### config.mk
export PLATFORM = sky130hd
export DESIGN_NAME = fifo_top
export DESIGN_NICKNAME = d
export VERILOG_FILES = /design/src/rtl/fifo_top.sv
export SDC_FILE = /design/constraint.sdc
export NUM_CORES = 1
export LEC_CHECK = 0
export ABC_AREA = 1
export BUFFER_PORTS_ARGS = -buffer_cell sky130_fd_sc_hd__clkbuf_2
export CAP_MARGIN = 20
export CORE_MARGIN = 2
export CORE_UTILIZATION = 25
export CTS_CLUSTER_DIAMETER = 200
export DETAILED_ROUTE_END_ITERATION = 10
export GPL_TIMING_DRIVEN = 0
export PLACE_DENSITY = 0.4
export SLEW_MARGIN = 20
export SYNTH_ARGS = -nofsm -noshare
export SYNTH_HDL_FRONTEND = slang
export SYNTH_SLANG_ARGS = --single-unit
### constraint.sdc
create_clock -name CLK -period 1.8 [get_ports CLK]
set_input_delay 0.27 -clock CLK [delete_from_list [all_inputs] [get_ports CLK]]
set_output_delay 0.27 -clock CLK [all_outputs]
set_load 0.03 [all_outputs]
### src/rtl/fifo_top.sv
// Single-clock FIFO with first-word-fall-through read data.
// Wrap-bit pointers give unambiguous full/empty without an occupancy counter.
module fifo_top #(
  parameter int DATA_WIDTH = 8,
  parameter int FIFO_DEPTH = 8,
  parameter int P_SIZE     = $clog2(FIFO_DEPTH) + 1
) (
  input  logic                  CLK,
  input  logic                  RST,
  input  logic                  W_INC,
  input  logic [DATA_WIDTH-1:0] WR_DATA,
  input  logic                  R_INC,
  output logic [DATA_WIDTH-1:0] RD_DATA,
  output logic                  FULL,
  output logic                  EMPTY
);

  localparam int A_W = P_SIZE - 1;

  logic [DATA_WIDTH-1:0] mem_q [FIFO_DEPTH];
  logic [P_SIZE-1:0]     wptr_q, wptr_d;
  logic [P_SIZE-1:0]     rptr_q, rptr_d;
  logic                  wr_en, rd_en;

  assign wr_en = W_INC & ~FULL;
  assign rd_en = R_INC & ~EMPTY;

  always_comb begin
    wptr_d = wptr_q;
    rptr_d = rptr_q;
    if (wr_en) wptr_d = wptr_q + P_SIZE'(1);
    if (rd_en) rptr_d = rptr_q + P_SIZE'(1);
  end

  always_ff @(posedge CLK) begin
    if (!RST) begin
      wptr_q <= '0;
      rptr_q <= '0;
    end else begin
      wptr_q <= wptr_d;
      rptr_q <= rptr_d;
    end
  end

  // Storage is deliberately left unreset; the write is still blocked on a reset edge.
  always_ff @(posedge CLK) begin
    if (RST && wr_en) mem_q[wptr_q[A_W-1:0]] <= WR_DATA;
  end

  assign RD_DATA = mem_q[rptr_q[A_W-1:0]];
  assign EMPTY   = (wptr_q == rptr_q);
  assign FULL    = (wptr_q[P_SIZE-1] != rptr_q[P_SIZE-1]) &&
                   (wptr_q[A_W-1:0] == rptr_q[A_W-1:0]);

endmodule

==> results.cfg, run 1 <==
[outcome]
status = completed

[layout]
drive_gt1_share_pct = 27.7
fin_area_mm2 = 0.00421
nNetsFinal = 355
final_common_cell = edfxtp_1
layout_common_cells = 64 x edfxtp_1, 58 x nor2_1, 43 x nand2_1
antenna_cells = 0
area_growth_pct = 34.3

[floorplanning]
ios = 22
core_area_mm2 = 0.0121
fp.dieH_um = 116
start_util_pct = 25.9
dieArea_mm2 = 0.0135
rows = 40
fp.dieW_um = 116

[clock_network]
cts_tree = yes
clk_transition_reported_paths_ns = 0.06
worstSkewPairLatency_ns = 0.34
cts_buffer_depth = 2
cts_inserted_buffers = 9
htreeDepth = 3
clock-root-buffer = clkbuf_16
cts_sinks = 75

[min_path]
worstHoldStart = WR_DATA[5]
hold_depth = 1
hp-class = input port to register

[global_routing]
use_met2_pct = 20.7
grt_pass1_wl_um = 12300
grt_max_degree = 14
busiest_layer = met2
grt_antenna_before_repair = 0
grt_usage_pct = 13.0
grt_overflow = 0
grt_use_met1_pct = 16.4
grt_pass1_vias = 2129
met3_usage_pct = 4.08

[critical_path]
arrival_ns = 1.53
startpoint_type = register
cp.required_ns = 1.53
reg2reg_depth = 7
critPathMaxFanout = 10
critical_path_class = register to output pin
setup.worst_path.end_class = output pin
worst_r2r_startpoint = wptr_q[0]$_SDFFE_PN0P_

[timing]
rsz0062_at_grt = yes
maxSlewViolCount = 0
worstMarginPinSlew_ns = 0.363
report.final.setup_viol = 0
fin_skew_ns = 0.00597
maxSlewHeadroom_pct = 75.8
period_share_pct = 99.8
finalHoldViolCount = 0
tns_ns = 0
final.setup.worst_slack_ns = 0.00292
fmax_mhz = 556
fin_crit_ns = 1.80

[synthesis]
syn_avg_cell_area_um2 = 10.5
synth_top_area_share_pct = 61.3
yosys_warnings = 0
syn-num-nets = 314
netlist_area_mm2 = 0.00314
syn_inst = 300
yosysTopAreaCell = edfxtp_1
yosysUniqueCellTypes = 17
synthTopCellsByArea = edfxtp_1 61%, nor2_1 8.0%, dfxtp_1 7.0%
synth_seq_area_share_pct = 68.3
synth_seq_cells = 75

[drt]
detail-route-antenna-nets = 0
first_pass_iters = 4
drtIter0Drc = 120
wire_per_inst_um = 15.5
route.detailed.drc = 0
vias_per_cell = 4.32
drt_wl_total_um = 7970
vias = 2222

[placed_design]
place_congestion = 0.697
dp_hpwl_um = 4780
port-buffer-count = 21
pre_cts_ws_ns = -0.577
post_dp_cell_area_mm2 = 0.00345

[run]
cap_violations = 0

[power]
power.leakage_nw = 1.53
peakVddDrop_v = 0.000409
powerDensity_mw_per_mm2 = 1080
cells in the mapped netlist (all sizes together):
library cell,n
inv,20
edfxtp,64
nand2,54
nand3,12
nand4,1
a21oi,9
buf,3
ha,2
o21ai,48
dfxtp,11
clkbuf,8
nor2,68
through the flow:
step           power, W  utilization, %  cells  hold slack, ns
6_report        0.00457            34.8    514           0.222
5_1_grt         0.00478            34.8    514           0.221
4_1_cts         0.00459            34.3    512           0.209
3_5_place_dp    0.00262            28.5    489           0.529
3_3_place_gp    0.00261            28.5    489           0.516
2_1_floorplan   0.00240               -    300           0.369
final timing paths:
check / slack, ns / to
setup / recovery: 0.003 / RD_DATA[4]
hold / removal: 0.22 / mem_q[7][5]$_DFFE_PP_
setup reg to reg: 0.11 / mem_q[5][4]$_DFFE_PP_
hold reg to reg: 0.53 / wptr_q[3]$_SDFFE_PN0P_
metal layers:
layer  wire length [um]  share of wire [%]
met1               3740                 47
met2               3760                 47
met3                326                4.1
met4                143                1.8
met5                  0                  0
worst max-delay path, stage by stage (launching register included):
cell,delay [ns]
dfxtp_4,0.38
inv_4,0.11
clkbuf_16,0.17
nor2_1,0.04
o21ai_0,0.16
nand2_1,0.09
nand2_1,0.09
clkbuf_8,0.15
cell type report:
| cell class | count | area, um2 |
|---|---|---|
| sequential | 75 | 2160 |
| fill | 1302 | 7900 |
| timing repair buffer | 31 | 343 |
| inverter | 20 | 77.6 |
| buffer | 10 | 159 |
| clock inverter | 6 | 65.1 |
| tap | 168 | 210 |
| clock buffer | 10 | 229 |
| multi-input combinational | 194 | 971 |
timing repair:
item / 4_1_cts / 5_1_grt
cloned: 0 / 0
hold endpoints to repair: 0 / 0
setup buffers: 8 / 2
pin swaps: 8 / 1
hold buffers: 0 / 0
resized for setup: 77 / 26
setup endpoints to repair: 74 / 10
logic make-up after synthesis:
kind of cell               share of synthesized area (%)
and+or+nand+nor                                     18.0
DFF                                                 68.3
AOI/OAI and AO/OA                                   9.09
buffers and inverters                               3.83
adders and majority gates                          0.798
registers in the layout, indices dropped and copies added (netlist names), named ones only:
register,cells
wptr_q,4
rptr_q,4
mem_q,64
power by group:
| group | switching [W] | internal, W |
|---|---|---|
| clock | 0.000711 | 0.00107 |
| sequential | 0.0000415 | 0.00193 |
| combinational | 0.000483 | 0.000332 |
Power figures use the tool's default switching activity.
==> run 2, diff against run 1 <==
--- a/config.mk
+++ b/config.mk
@@ -16,2 +16,3 @@
 export PLACE_DENSITY = 0.4
+export REMOVE_ABC_BUFFERS = 1
 export SLEW_MARGIN = 20
==> constraint.sdc (replaced) <==
create_clock -name CLK -period 1.8 [get_ports CLK]
set_input_delay 0.18 -clock CLK [delete_from_list [all_inputs] [get_ports CLK]]
set_output_delay 0.18 -clock CLK [all_outputs]
set_load 0.05 [all_outputs]
==> run 2 against run 1 <==
Against the previous run:
- clock power decreased by 11%
- sequential power about the same
- largest power group unchanged
- critical path depth increased by 1
- cell count increased by 0.19%
- maximum frequency increased by 3.8%
==> results.cfg, run 2 (same netlist as run 1, synthesis figures left out) <==
[outcome]
status = completed

[critical_path]
r2r-end = mem_q[3][5]$_DFFE_PP_
r2r_setup_slack_ns = 0.16
startpoint_type = register
setup.worst_path.end_class = output pin
critical_path_class = register to output pin
critPathMaxFanout = 8
arrival_ns = 1.55
reg2reg_depth = 7
cp.required_ns = 1.62
worst_r2r_startpoint = rptr_q[0]$_SDFFE_PN0P_

[power]
p_int_w = 0.00317
p_seq_share_pct = 44.9
powerDensity_mw_per_mm2 = 1070
swShare_pct = 28.0
peakVddDrop_v = 0.000381
p_switching_w = 0.00123
combPwrFrac_pct = 19.3
clkPwrFrac_pct = 35.8
power.leakage_nw = 1.51

[global_routing]
grt_usage_pct = 11.9
grt_pass1_wl_um = 11500
grt_pass1_vias = 2141
grt_max_degree = 33
grt_antenna_before_repair = 0
grt_overflow = 0

[layout]
layout_common_cells = 64 x edfxtp_1, 57 x nor2_1, 46 x nand2_1
area_growth_pct = 31.5
final_common_cell = edfxtp_1
fill_cells = 1249
largest_reg_flops = 64
antenna_cells = 0
drive_gt1_share_pct = 25.4
nNetsFinal = 356
fin_util_pct = 34.1

[clock_network]
htreeDepth = 3
worstSkewPairLatency_ns = 0.34
cts_sinks = 75
clk_transition_reported_paths_ns = 0.05
holdBufCountCts = 0
clock-root-buffer = clkbuf_16
cts_tree = yes
cts_buffer_depth = 2
cts_inserted_buffers = 9

[floorplanning]
fp.dieW_um = 116
rows = 40
start_util_pct = 25.9
ios = 22
dieArea_mm2 = 0.0135
fp.dieH_um = 116
core_area_mm2 = 0.0121

[run]
cap_violations = 0

[drt]
drt_wl_total_um = 7400
wire_per_inst_um = 14.4
first_pass_iters = 4
route.detailed.drc = 0
detail-route-antenna-nets = 0
vias = 2170
drtIter0Drc = 166
vias_per_cell = 4.21

[timing]
maxSlewViolCount = 0
fmax_mhz = 578
fin_crit_ns = 1.73
rsz0062_at_grt = yes
fin_skew_ns = 0.00799
period_share_pct = 96.2
tns_ns = 0
finalHoldViolCount = 0
maxSlewHeadroom_pct = 73.6
report.final.setup_viol = 0
worstMarginPinSlew_ns = 0.396

[min_path]
hold_depth = 1
min_to = mem_q[1][7]$_DFFE_PP_
hp-class = input port to register
worstHoldStart = WR_DATA[7]

[placed_design]
dp_hpwl_um = 4000
place_congestion = 0.692
port-buffer-count = 21
[run 2: power groups by stage]
stage | Combinational (W) | Clock, W | Sequential, W
global placement | 0.000587 | 0 | 0.00205
CTS | 0.000758 | 0.00162 | 0.00197
detailed placement | 0.000589 | 0 | 0.00206
global route | 0.000943 | 0.00170 | 0.00199
floorplan | 0.000441 | 0 | 0.00201
finish | 0.000850 | 0.00158 | 0.00198
[run 2: per-stage QoR]
step / hold slack (ns) / setup WS, ns / power [W] / cells / instance area [um2]
finish: 0.122 / 0.0687 / 0.00441 / 515 / 4130
floorplan: 0.279 / -0.0657 / 0.00246 / 289 / 3090
CTS: 0.116 / -0.158 / 0.00435 / 508 / 3890
detailed placement: 0.465 / -0.484 / 0.00265 / 478 / 3410
global placement: 0.467 / -0.924 / 0.00264 / 478 / 3410
global route: 0.133 / -0.0672 / 0.00462 / 515 / 4130
[run 2: area by class of cell]
| cell class | count | area [um2] | share of cell area [%] |
|---|---|---|---|
| Clock buffer | 11 | 233 | 5.64 |
| Sequential cell | 75 | 2160 | 52.3 |
| Clock inverter | 5 | 30.0 | 0.728 |
| Inverter | 20 | 82.6 | 2.00 |
| Timing Repair Buffer | 42 | 470 | 11.4 |
| Tap cell | 168 | 210 | 5.10 |
| Multi-Input combinational cell | 194 | 942 | 22.8 |
[run 2: critical path, cell delays in order, from the launching register on]
cell and delay [ns]:
dfxtp_4 0.45, buf_4 0.16, nor2_1 0.04, nor2_1 0.07, o21ai_0 0.08, o21ai_0 0.08, nand2_1 0.08, nand2_1 0.10
buf_6 0.16
[run 2: timing repair]
action	4_1_cts	5_1_grt
gates resized for setup	27	40
setup buffers	14	6
endpoints found under the setup margin	73	74
pin swaps	2	8
cloned	0	1
[run 2: worst max-delay path by stage]
| stage | start | to | slack [ns] | cells past startpoint |
|---|---|---|---|---|
| after floorplan | register | RD_DATA[0] | -0.07 | 5 |
| after global placement | register | RD_DATA[7] | -0.92 | 6 |
| after detailed placement | wptr_q[0]$_SDFFE_PN0P_ | mem_q[3][5]$_DFFE_PP_ | -0.48 | 6 |
| after CTS | wptr_q[2]$_SDFFE_PN0P_ | mem_q[6][7]$_DFFE_PP_ | -0.16 | 8 |
| after global routing | register | RD_DATA[4] | -0.07 | 8 |
| final | register | RD_DATA[0] | 0.07 | 8 |
[run 2: per-layer routing]
metal / wire length, um / vias up / track usage (%)
met5: 0 / - / 0
met4: 191 / 0 / 5.87
met3: 305 / 15 / 3.61
met2: 3400 / 39 / 17.8
met1: 3500 / 1011 / 15.8
li1: - / 1105 / -
==> run 3, diff against run 2 <==
Settings changed: PLACE_DENSITY 0.4 to 0.5.
==> run 3 against run 2 <==
Against the previous run:
- clock power rose by 9%
- non-clock buffer count decreased by 9
- cell count shrank 1.7%
- global-route usage decreased by 0.76 points
- setup slack better by 0.029 ns
- maximum frequency rose by 1.7%
- flip-flop and latch count unchanged
- combinational power shrank 4.9%
- clock skew barely moved
- power rose by 2.1%
- critical path type unchanged
- critical endpoint is now RD_DATA[7]
- largest cell class unchanged
- highest routed layer unchanged
==> results.cfg, run 3 (same netlist as run 1, synthesis figures left out) <==
[placed_design]
dp_hpwl_um = 3830
post_dp_cell_area_mm2 = 0.00341
place_congestion = 0.720
dpl.cell_count = 478
pre_cts_ws_ns = -0.452
port-buffer-count = 21

[power]
peakVddDrop_v = 0.000451
swShare_pct = 27.0
clkPwrFrac_pct = 38.3
p_int_w = 0.00328
p_seq_share_pct = 43.8
p_switching_w = 0.00121
power.leakage_nw = 1.47
finalPower_w = 0.00450
powerDensity_mw_per_mm2 = 1110
combPwrFrac_pct = 18.0

[global_routing]
grt_antenna_before_repair = 0
grt_overflow = 0
grt_max_degree = 33
grt_pass1_wl_um = 10900
grt_pass1_vias = 2054
grt_usage_pct = 11.2

[critical_path]
cp.required_ns = 1.62
worstPathCellList = buf_12 -> inv_16 -> o21ai_0 -> o21ai_0 -> nand2_1 -> nand2_1 -> clkbuf_4
critPathBufInv = 3
critPathMaxFanout = 32
startpoint_type = register
arrival_ns = 1.52
reg2reg_depth = 8
crit_family = buffers and inverters
critPathMaxStageDelay_ns = 0.37
cp.depth = 7
critical_path_class = register to output pin
cp_slowest_cell = dfxtp_4
setup.worst_path.end_class = output pin

[layout]
drive_gt1_share_pct = 23.4
stdcell_count = 506
antenna_cells = 0
final_common_cell = edfxtp_1
layout_common_cells = 64 x edfxtp_1, 59 x nor2_1, 46 x nand2_1
nNetsFinal = 347
largest_reg_flops = 64
area_growth_pct = 28.6
fin_area_mm2 = 0.00404

[clock_network]
cts_buffer_depth = 2
htreeDepth = 3
cts_inserted_buffers = 9
clock-root-buffer = clkbuf_16
cts_tree = yes
worstSkewPairLatency_ns = 0.33
cts_sinks = 75
clk_transition_reported_paths_ns = 0.06

[drt]
detail-route-antenna-nets = 0
drtIter0Drc = 77
drt_wl_total_um = 6760
wire_per_inst_um = 13.4
first_pass_iters = 4
route.detailed.drc = 0
vias = 2089
vias_per_cell = 4.13

[floorplanning]
core_area_mm2 = 0.0121
start_util_pct = 25.9
fp.dieH_um = 116
fp.dieW_um = 116
rows = 40
ios = 22
dieArea_mm2 = 0.0135

[timing]
fin_skew_ns = 0.00802
final.setup.worst_slack_ns = 0.0974
worstMarginPinSlew_ns = 0.375
finalHoldViolCount = 0
rsz0062_at_grt = yes
maxSlewViolCount = 0
period_share_pct = 94.6
fin_crit_ns = 1.70
maxSlewHeadroom_pct = 75.0
fin_hold_ws_ns = 0.118
report.final.setup_viol = 0
fmax_mhz = 587

[min_path]
hp-class = input port to register
hold_depth = 1

[run]
cap_violations = 0

[outcome]
status = completed
## run 3: changes by cell type in the layout (fill, tap and decap cells not counted), moves of 2 or more
cell / change
nor2_2: -2
nor2_1: +2
buf_4: -4
o21ai_1: +2
buf_12: -2
o21ai_0: -2
buf_6: -3
## run 3: final timing paths
kind / to / startpoint / slack (ns)
worst max register to register: mem_q[0][6]$_DFFE_PP_ / wptr_q[0]$_SDFFE_PN0P_ / 0.15
worst min-delay path: mem_q[2][3]$_DFFE_PP_ / WR_DATA[3] / 0.12
worst min register to register: wptr_q[3]$_SDFFE_PN0P_ / wptr_q[3]$_SDFFE_PN0P_ / 0.53
worst max-delay path: RD_DATA[7] / register / 0.1
## run 3: routing by layer
layer / track usage [%] / share of wire [%]
met5: 0 / 0
met1: 13.6 / 45
met2: 18.7 / 50
met4: 4.05 / 1.2
met3: 3.50 / 3.5
## run 3: repair_timing
| action | CTS | global route |
|---|---|---|
| gates resized for setup | 26 | 41 |
| pin swaps | 0 | 6 |
| endpoints found under the setup margin | 72 | 74 |
| buffers inserted | 7 | 5 |
| hold buffers | 0 | 0 |
## run 3: cell type report
cell class / count / area, um2
Inverter: 20 / 91.3
Clock buffer: 10 / 229
Sequential cell: 75 / 2160
Fill cell: 1271 / 8080
Multi-Input combinational cell: 194 / 937
Tap cell: 168 / 210
Clock inverter: 6 / 65.1
Timing Repair Buffer: 33 / 347
## run 3: metrics by stage
stage,TNS [ns],utilization (%)
6_report,0,33.3
5_1_grt,-0.000363,33.3
4_1_cts,-2.09,31.9
3_5_place_dp,-28.43,28.1
3_3_place_gp,-30.46,28.1
2_1_floorplan,-0.455,-
## run 3: power groups by stage
stage	combinational [W]	clock (W)	sequential, W
CTS	0.000746	0.00178	0.00197
global placement	0.000583	0	0.00205
global route	0.000895	0.00186	0.00197
finish	0.000808	0.00172	0.00197
detailed placement	0.000589	0	0.00205
floorplan	0.000441	0	0.00201
